## config.mk

```make
export PLATFORM = sky130hd
export DESIGN_NAME = fetch_unit
export DESIGN_NICKNAME = d
export VERILOG_FILES = /design/src/rtl/fetch_unit_pkg.sv /design/src/rtl/fetch_unit.sv
export SDC_FILE = /design/constraint.sdc
export NUM_CORES = 1
export LEC_CHECK = 0
export CORE_MARGIN = 2
export CORE_UTILIZATION = 45
export DETAILED_ROUTE_END_ITERATION = 10
export DONT_BUFFER_PORTS = 1
export GPL_TIMING_DRIVEN = 0
export PLACE_DENSITY = 0.71
export SYNTH_ARGS = -nofsm -noshare
export SYNTH_HDL_FRONTEND = slang
export SYNTH_SLANG_ARGS = --single-unit
```

## constraint.sdc

```tcl
create_clock -name clk -period 3.7 [get_ports clk]
set_clock_uncertainty 0.1 [all_clocks]
set_input_delay 0.555 -clock clk [delete_from_list [all_inputs] [get_ports clk]]
set_output_delay 0.555 -clock clk [all_outputs]
set_load 0.02 [all_outputs]
```

## src/rtl/fetch_unit_pkg.sv

```systemverilog
// Shared definitions for the instruction fetch unit: FSM state encoding,
// fetch granularity and the default post-reset fetch address.
package fetch_unit_pkg;

    // Fetch FSM states, 2-bit encoding.
    typedef enum logic [1:0] {
        ST_IDLE  = 2'd0,
        ST_REQ   = 2'd1,
        ST_VALID = 2'd2
    } fetch_state_t;

    // Bytes per instruction word; the PC advances by this much per fetch.
    localparam int unsigned INSTR_BYTES = 4;

    // Default first fetch address after reset.
    localparam logic [31:0] DEFAULT_RESET_ADDR = 32'h0000_0000;

endpackage

```

## src/rtl/fetch_unit.sv

```systemverilog
// Instruction fetch unit: IDLE -> REQ -> VALID loop issuing one word fetch
// per trip, holding the fetched word while the consumer stalls, and
// redirecting on a branch strobe.
//
// Memory handshake: imem_req is high only in REQ, with imem_addr stable, until
// imem_ack is seen high on a rising edge; imem_rdata is taken in that same
// cycle. An ack arriving in any other state, or together with br_valid or
// rst, is ignored.
module fetch_unit
    import fetch_unit_pkg::*;
#(
    parameter logic [31:0] RESET_ADDR = DEFAULT_RESET_ADDR,
    parameter int unsigned CNT_W      = 16
) (
    input  logic             clk,
    input  logic             rst,
    input  logic             stall,
    input  logic             br_valid,
    input  logic [31:0]      br_target,
    output logic             imem_req,
    output logic [31:0]      imem_addr,
    input  logic             imem_ack,
    input  logic [31:0]      imem_rdata,
    output logic [31:0]      instr,
    output logic             instr_valid,
    output logic [31:0]      pc_next,
    output logic [CNT_W-1:0] fetch_count,
    output fetch_state_t     state_dbg
);

    localparam logic [CNT_W-1:0] CNT_MAX = {CNT_W{1'b1}};

    fetch_state_t state;
    logic [31:0]  pc;

    // The PC register is the only address source: both the memory address
    // and the downstream PC input are direct copies of it.
    assign imem_addr = pc;
    assign pc_next   = pc;
    assign state_dbg = state;

    // Fetch FSM with registered outputs; reset beats branch, branch beats
    // stall and ack.
    always_ff @(posedge clk) begin
        if (rst) begin
            state       <= ST_IDLE;
            pc          <= RESET_ADDR;
            imem_req    <= 1'b0;
            instr       <= 32'h0;
            instr_valid <= 1'b0;
            fetch_count <= '0;
        end else if (br_valid) begin
            // Word-align the target; any coincident ack is dropped.
            pc          <= br_target & ~32'h3;
            instr_valid <= 1'b0;
            imem_req    <= 1'b0;
            state       <= ST_IDLE;
        end else begin
            case (state)
                ST_IDLE: begin
                    imem_req <= 1'b1;
                    state    <= ST_REQ;
                end
                ST_REQ: begin
                    if (imem_ack) begin
                        instr       <= imem_rdata;
                        instr_valid <= 1'b1;
                        pc          <= pc + 32'(INSTR_BYTES);
                        if (fetch_count != CNT_MAX) begin
                            fetch_count <= fetch_count + CNT_W'(1);
                        end
                        imem_req    <= 1'b0;
                        state       <= ST_VALID;
                    end
                end
                ST_VALID: begin
                    if (!stall) begin
                        instr_valid <= 1'b0;
                        imem_req    <= 1'b1;
                        state       <= ST_REQ;
                    end
                end
                default: begin
                    imem_req    <= 1'b0;
                    instr_valid <= 1'b0;
                    state       <= ST_IDLE;
                end
            endcase
        end
    end

endmodule

```

* After elaboration in Yosys (flattened, before gate mapping)
Index checks and enable logic that the tools add are counted.
Storage, ports and cells: logic and storage cells 38, output and inout bits 116, register bits 84
Operators by class: eq/ne operators 5, reduce and logical (&&, ||, !) cells 10, muxes and demuxes 12, add/sub/neg operators 2, bitwise gates (word level) 2
Operator list (count):
- $mux W32 | 3
- $add A32 B3 Y32 const B | 1
- $add A16 B1 Y16 const B | 1
- $ne A16 B16 Y1 const B | 1
- $pmux W1 S3 | 2
- $pmux W2 S3 | 1
- $reduce_and A2 Y1 | 3
- $reduce_and A3 Y1 | 2
- $mux W1 | 4
- $mux W2 | 2
- $ne A2 B2 Y1 const B | 2
- $reduce_and A4 Y1 | 1
- $reduce_bool A2 Y1 | 2
- $eq A2 B1 Y1 const B | 1
- $eq A2 B2 Y1 const B | 1
- $logic_not A2 Y1 | 1
- $not A1 Y1 | 2
- $reduce_or A2 Y1 | 1

* Depth between registers and ports, before layout
depth in word-level cells 4, gate-level depth with buffers 7

* Worst setup path after synthesis
Ideal clock, no wire load.
path type flip-flop to flip-flop, start point register pc[6], in the netlist imem_addr[6], end point register pc[19], in the netlist imem_addr[19], arrival 1949 ps, data required time 3509 ps, path buffers 0, clock period less this slack 2140 ps, setup slack 1560 ps, stages on the path, launching flop included 5, cell sequence dfxtp_1 nand4_2 or4_1 or3_1 a311oi_1
Between the ends: cells in the longest elaborated chain, start to end 4
Ends and longest elaborated chain:
- start, declared | line fetch_unit.sv:34 | logic [31:0] pc;
- start signal, assigned | line fetch_unit.sv:54 | pc <= br_target & ~32'h3;
- start signal, assigned | line fetch_unit.sv:68 | pc <= pc + 32'(INSTR_BYTES);
- $add A32 B3 Y32 | line fetch_unit.sv:68
- $mux W32 | line fetch_unit.sv:65 | if (imem_ack) begin
- $mux W32 | line fetch_unit.sv:59 | case (state)
- $mux W32 | line fetch_unit.sv:52 | end else if (br_valid) begin
Every way passes these cells. The select of a mux whose other input is x is not followed. A chain may end at the register's enable or synchronous reset.

* Worst setup path in the final report
start point register state[0], in the netlist state_dbg[0], end point register pc[25], in the netlist imem_addr[25]
Between the ends: cells in the longest elaborated chain, start to end 3
Ends and longest elaborated chain:
- start, declared | line fetch_unit.sv:33 | fetch_state_t state;
- start signal, assigned | line fetch_unit.sv:46 | state <= ST_IDLE;
- start signal, assigned | line fetch_unit.sv:57 | state <= ST_IDLE;
- start signal, assigned | line fetch_unit.sv:62 | state <= ST_REQ;
- $eq A2 B1 Y1 | line fetch_unit.sv:59
- $reduce_bool A2 Y1 (no source line)
- $reduce_and A2 Y1 (no source line)
Every way passes these cells.

==> results.md <==
* Status: completed
* Largest net degree at the start of global routing at 16
* Worst setup path end: imem_addr[25]
* CP required at 3.82 ns
* Sum of negative setup slack at 0 ns
* Synthesized flop and latch total at 81
* Min-delay src: imem_rdata[26]
* Fmax at 358.1 MHz
* Overflow after GRT at 0
* Final Max Slew Viols at 0
* Clock Latency Late Sink at 0.35 ns
* Crit-path max FO at 10
* Clock transition at path regs at 0.09 ns
* CTS tree: built
* Clock Tree Root: clkbuf_8
* Final worst slack at 0.9077 ns
* Final period utilization at 75.47%
* MaxCap Viol Count at 0
* # clock sinks at 81
* Hold crit path type: input port to flop
* DP Wirelength at 8582 um
* Crit path arrival time at 2.91 ns
* Drt pass-1 iters at 5
* Longest Clk Path Bufs at 2
* Initial drt markers at 183
* Worst reg2reg path startpoint: state_dbg[0]
* Most used flip-flop cell after synthesis: dfxtp_1
* Multi-input gate area at 1981 sq um
* First-pass GRT wire length at 18150 um
* Reg2reg setup slack at 0.91 ns
* Yosys cell types at 46
* Ports at 185
* Placement Setup Slack at 0.9853 ns
* Slew @ Worst Pin at 0.7723 ns
* Rows at 34
* FF+latch area at 1622 sq um
* Minimum clock period at 2.792 ns
* Initial Util at 46.48%
* Initial antenna violation count at 0
* Total wire length at 11590 um
* Avg Cell Area, Syn at 8.028 sq um
* Final hold viol count at 0
* Die area at 9784 sq um
* Final setup violation count at 0
* Layout cell share with drive strength beyond 1 at 11.45%
* Routed wire per std cell at 18.34 um
* Core Area at 8721 sq um
* Antenna Violating Nets Remaining at 0
* Pwr dens at 409.2 nW/um^2
* FF-to-FF End: imem_addr[25]
* Setup crit start kind: flop
* Number of CTS-inserted buffers at 9
* Nature of the critical path endpoint: flop
* Yosys Warn Count at 0
* CTS resizes at 0
* Worst vdd ir at 0.1950 mV
* Cts-stage hold buffer count at 0
* Reg2Reg Depth at 7
* Synthesized area at 4054 sq um
* Setup Fix Bufs, Post-CTS at 0
* Layout area overhead at 8.241%
* Number of synthesized flops with an enable pin at 0
* Post-synthesis cell count at 505
* Nets@finish at 590
* Antenna Cells at 0
* Total Routing Usage GR at 22.78%
* Asr flop ratio synth at 0%
* Vias per cell at 6.180
* # port buffers at 0
* Crit. Startpoint: state_dbg[0]
* Die H at 98.92 um
* Remaining DRCs at 0
* Vias in the first global route at 3619
* Placer Congestion at 0.8886
* Register area share after synthesis at 40.00%
* Total number of vias at 3906
* Static Leak at 0.001472 uW
* RSZ-0062 raised after global routing: false
* Fillers at 865
* Crit path kind: flop to flop
* Die width at 98.92 um
* Relative slew slack at 48.08%
* H-tree Lvls at 3
==> cell families (layout without fill, tap and decap cells) <==
| group | after synthesis | count (layout) | share of synthesized area, % |
|---|---|---|---|
| xor gates and xnor gates | 8 | 8 | 1.728 |
| DFF | 81 | 81 | 40.00 |
| AOI/OAI and AO/OA | 122 | 122 | 19.41 |
| muxes | 2 | 2 | 0.4938 |
| other | 1 | 4 | 0.09250 |
| adders and majority gates | 2 | 2 | 0.6172 |
| and+or+nand+nor | 202 | 202 | 26.23 |
| buffers and inverters | 87 | 103 | 11.42 |
==> cell type report <==
cell class | instances | area share [%]
buffer | 65 | 8.668
tap | 108 | 3.080
clock buffer | 10 | 3.137
inverter | 22 | 1.882
clock inverter | 6 | 1.141
sequential | 81 | 36.95
multi-input combinational | 340 | 45.14
==> cells in the final DEF (no fill, tap or decap), types with 4 or more instances in the layout <==
| cell type | Yosys | layout |
|---|---|---|
| or3_1 | 7 | 7 |
| a311oi_1 | 7 | 7 |
| nor4_1 | 9 | 9 |
| buf_4 | 35 | 35 |
| and3_1 | 5 | 5 |
| a21oi_1 | 51 | 51 |
| nor4_2 | 4 | 4 |
| a2111oi_0 | 10 | 10 |
| and4_1 | 11 | 11 |
| clkbuf_8 | 0 | 10 |
| inv_1 | 22 | 22 |
| o21ai_0 | 14 | 14 |
| conb_1 | 1 | 4 |
| clkbuf_1 | 23 | 23 |
| nand3_1 | 14 | 14 |
| xnor2_1 | 6 | 6 |
| nand2_1 | 79 | 79 |
| or4_1 | 11 | 11 |
| o31ai_1 | 10 | 10 |
| nand4_1 | 11 | 11 |
| nor3_1 | 9 | 9 |
| dfxtp_1 | 81 | 81 |
| nor2_1 | 28 | 28 |
| a211oi_1 | 20 | 20 |
==> synth_stat cells, types with 4 or more instances <==
library cell   n  area share (%)
or4_1         11             2.0
a2111oi_0     10             2.2
and3_1         5            0.77
and4_1        11             2.4
clkbuf_1      23             2.1
o21ai_0       14             1.7
a211oi_1      20             3.7
xnor2_1        6             1.3
buf_4         35             6.5
inv_1         22             2.0
nand4_1       11             1.7
nand3_1       14             1.7
nand2_1       79             7.3
a21oi_1       51             6.3
or3_1          7             1.1
dfxtp_1       81              40
nor4_2         4             1.2
nor4_1         9             1.4
nor3_1         9             1.1
a311oi_1       7             1.5
o31ai_1       10             1.9
nor2_1        28             2.6
==> power by group <==
group	switching (uW)	internal [uW]	leakage, uW	total, uW
Sequential	87.5	902	0.000661	990
Clock	355	270	0.0000895	625
Combinational	111	69.8	0.000721	181
==> worst max-delay path, stage by stage, from the launching register on <==
cell and delay [ns]:
dfxtp_1 0.48, clkbuf_2 0.23, nand4b_1 0.20, buf_2 0.25, nor4_1 0.59, buf_2 0.34, a211oi_1 0.10, a2111oi_0 0.38
==> per-layer routing <==
layer  wire length (um)  global-route usage (%)  up-vias
met1               4764                   28.91     1890
met3                972                   7.376       17
li1                   -                       -     1829
met2               5660                   36.80      170
met5                  0                       0        -
met4                191                   7.271        0
==> per-stage QoR <==
stage | total power [uW] | area (sq um) | hold WS (ns) | util [%] | cells
finish | 1796 | 4388 | 0.2299 | 50.32 | 632
global route | 1872 | 4388 | 0.2089 | 50.32 | 632
CTS | 1806 | 4388 | 0.2112 | 50.32 | 632
detailed placement | 1190 | 4200 | 0.4538 | 48.16 | 616
global placement | 1186 | 4200 | 0.4454 | 48.16 | 616
floorplan | 1146 | 4065 | 0.4345 | - | 508
==> worst min-delay path by stage <==
stage | endpoint | slack [ns] | cells after the start
CTS | instr[0] | 0.21 | 2
global placement | instr[7] | 0.45 | 2
finish | instr[26] | 0.23 | 2
detailed placement | instr[0] | 0.45 | 2
global route | instr[25] | 0.21 | 2
floorplan | instr[0] | 0.43 | 2
==> flip-flops by register name, indices dropped and copies added, names as in the netlist <==
signal       flops
instr           32
imem_addr       30
fetch_count     16
state_dbg        2
instr_valid      1
Power figures use the tool's default switching activity.
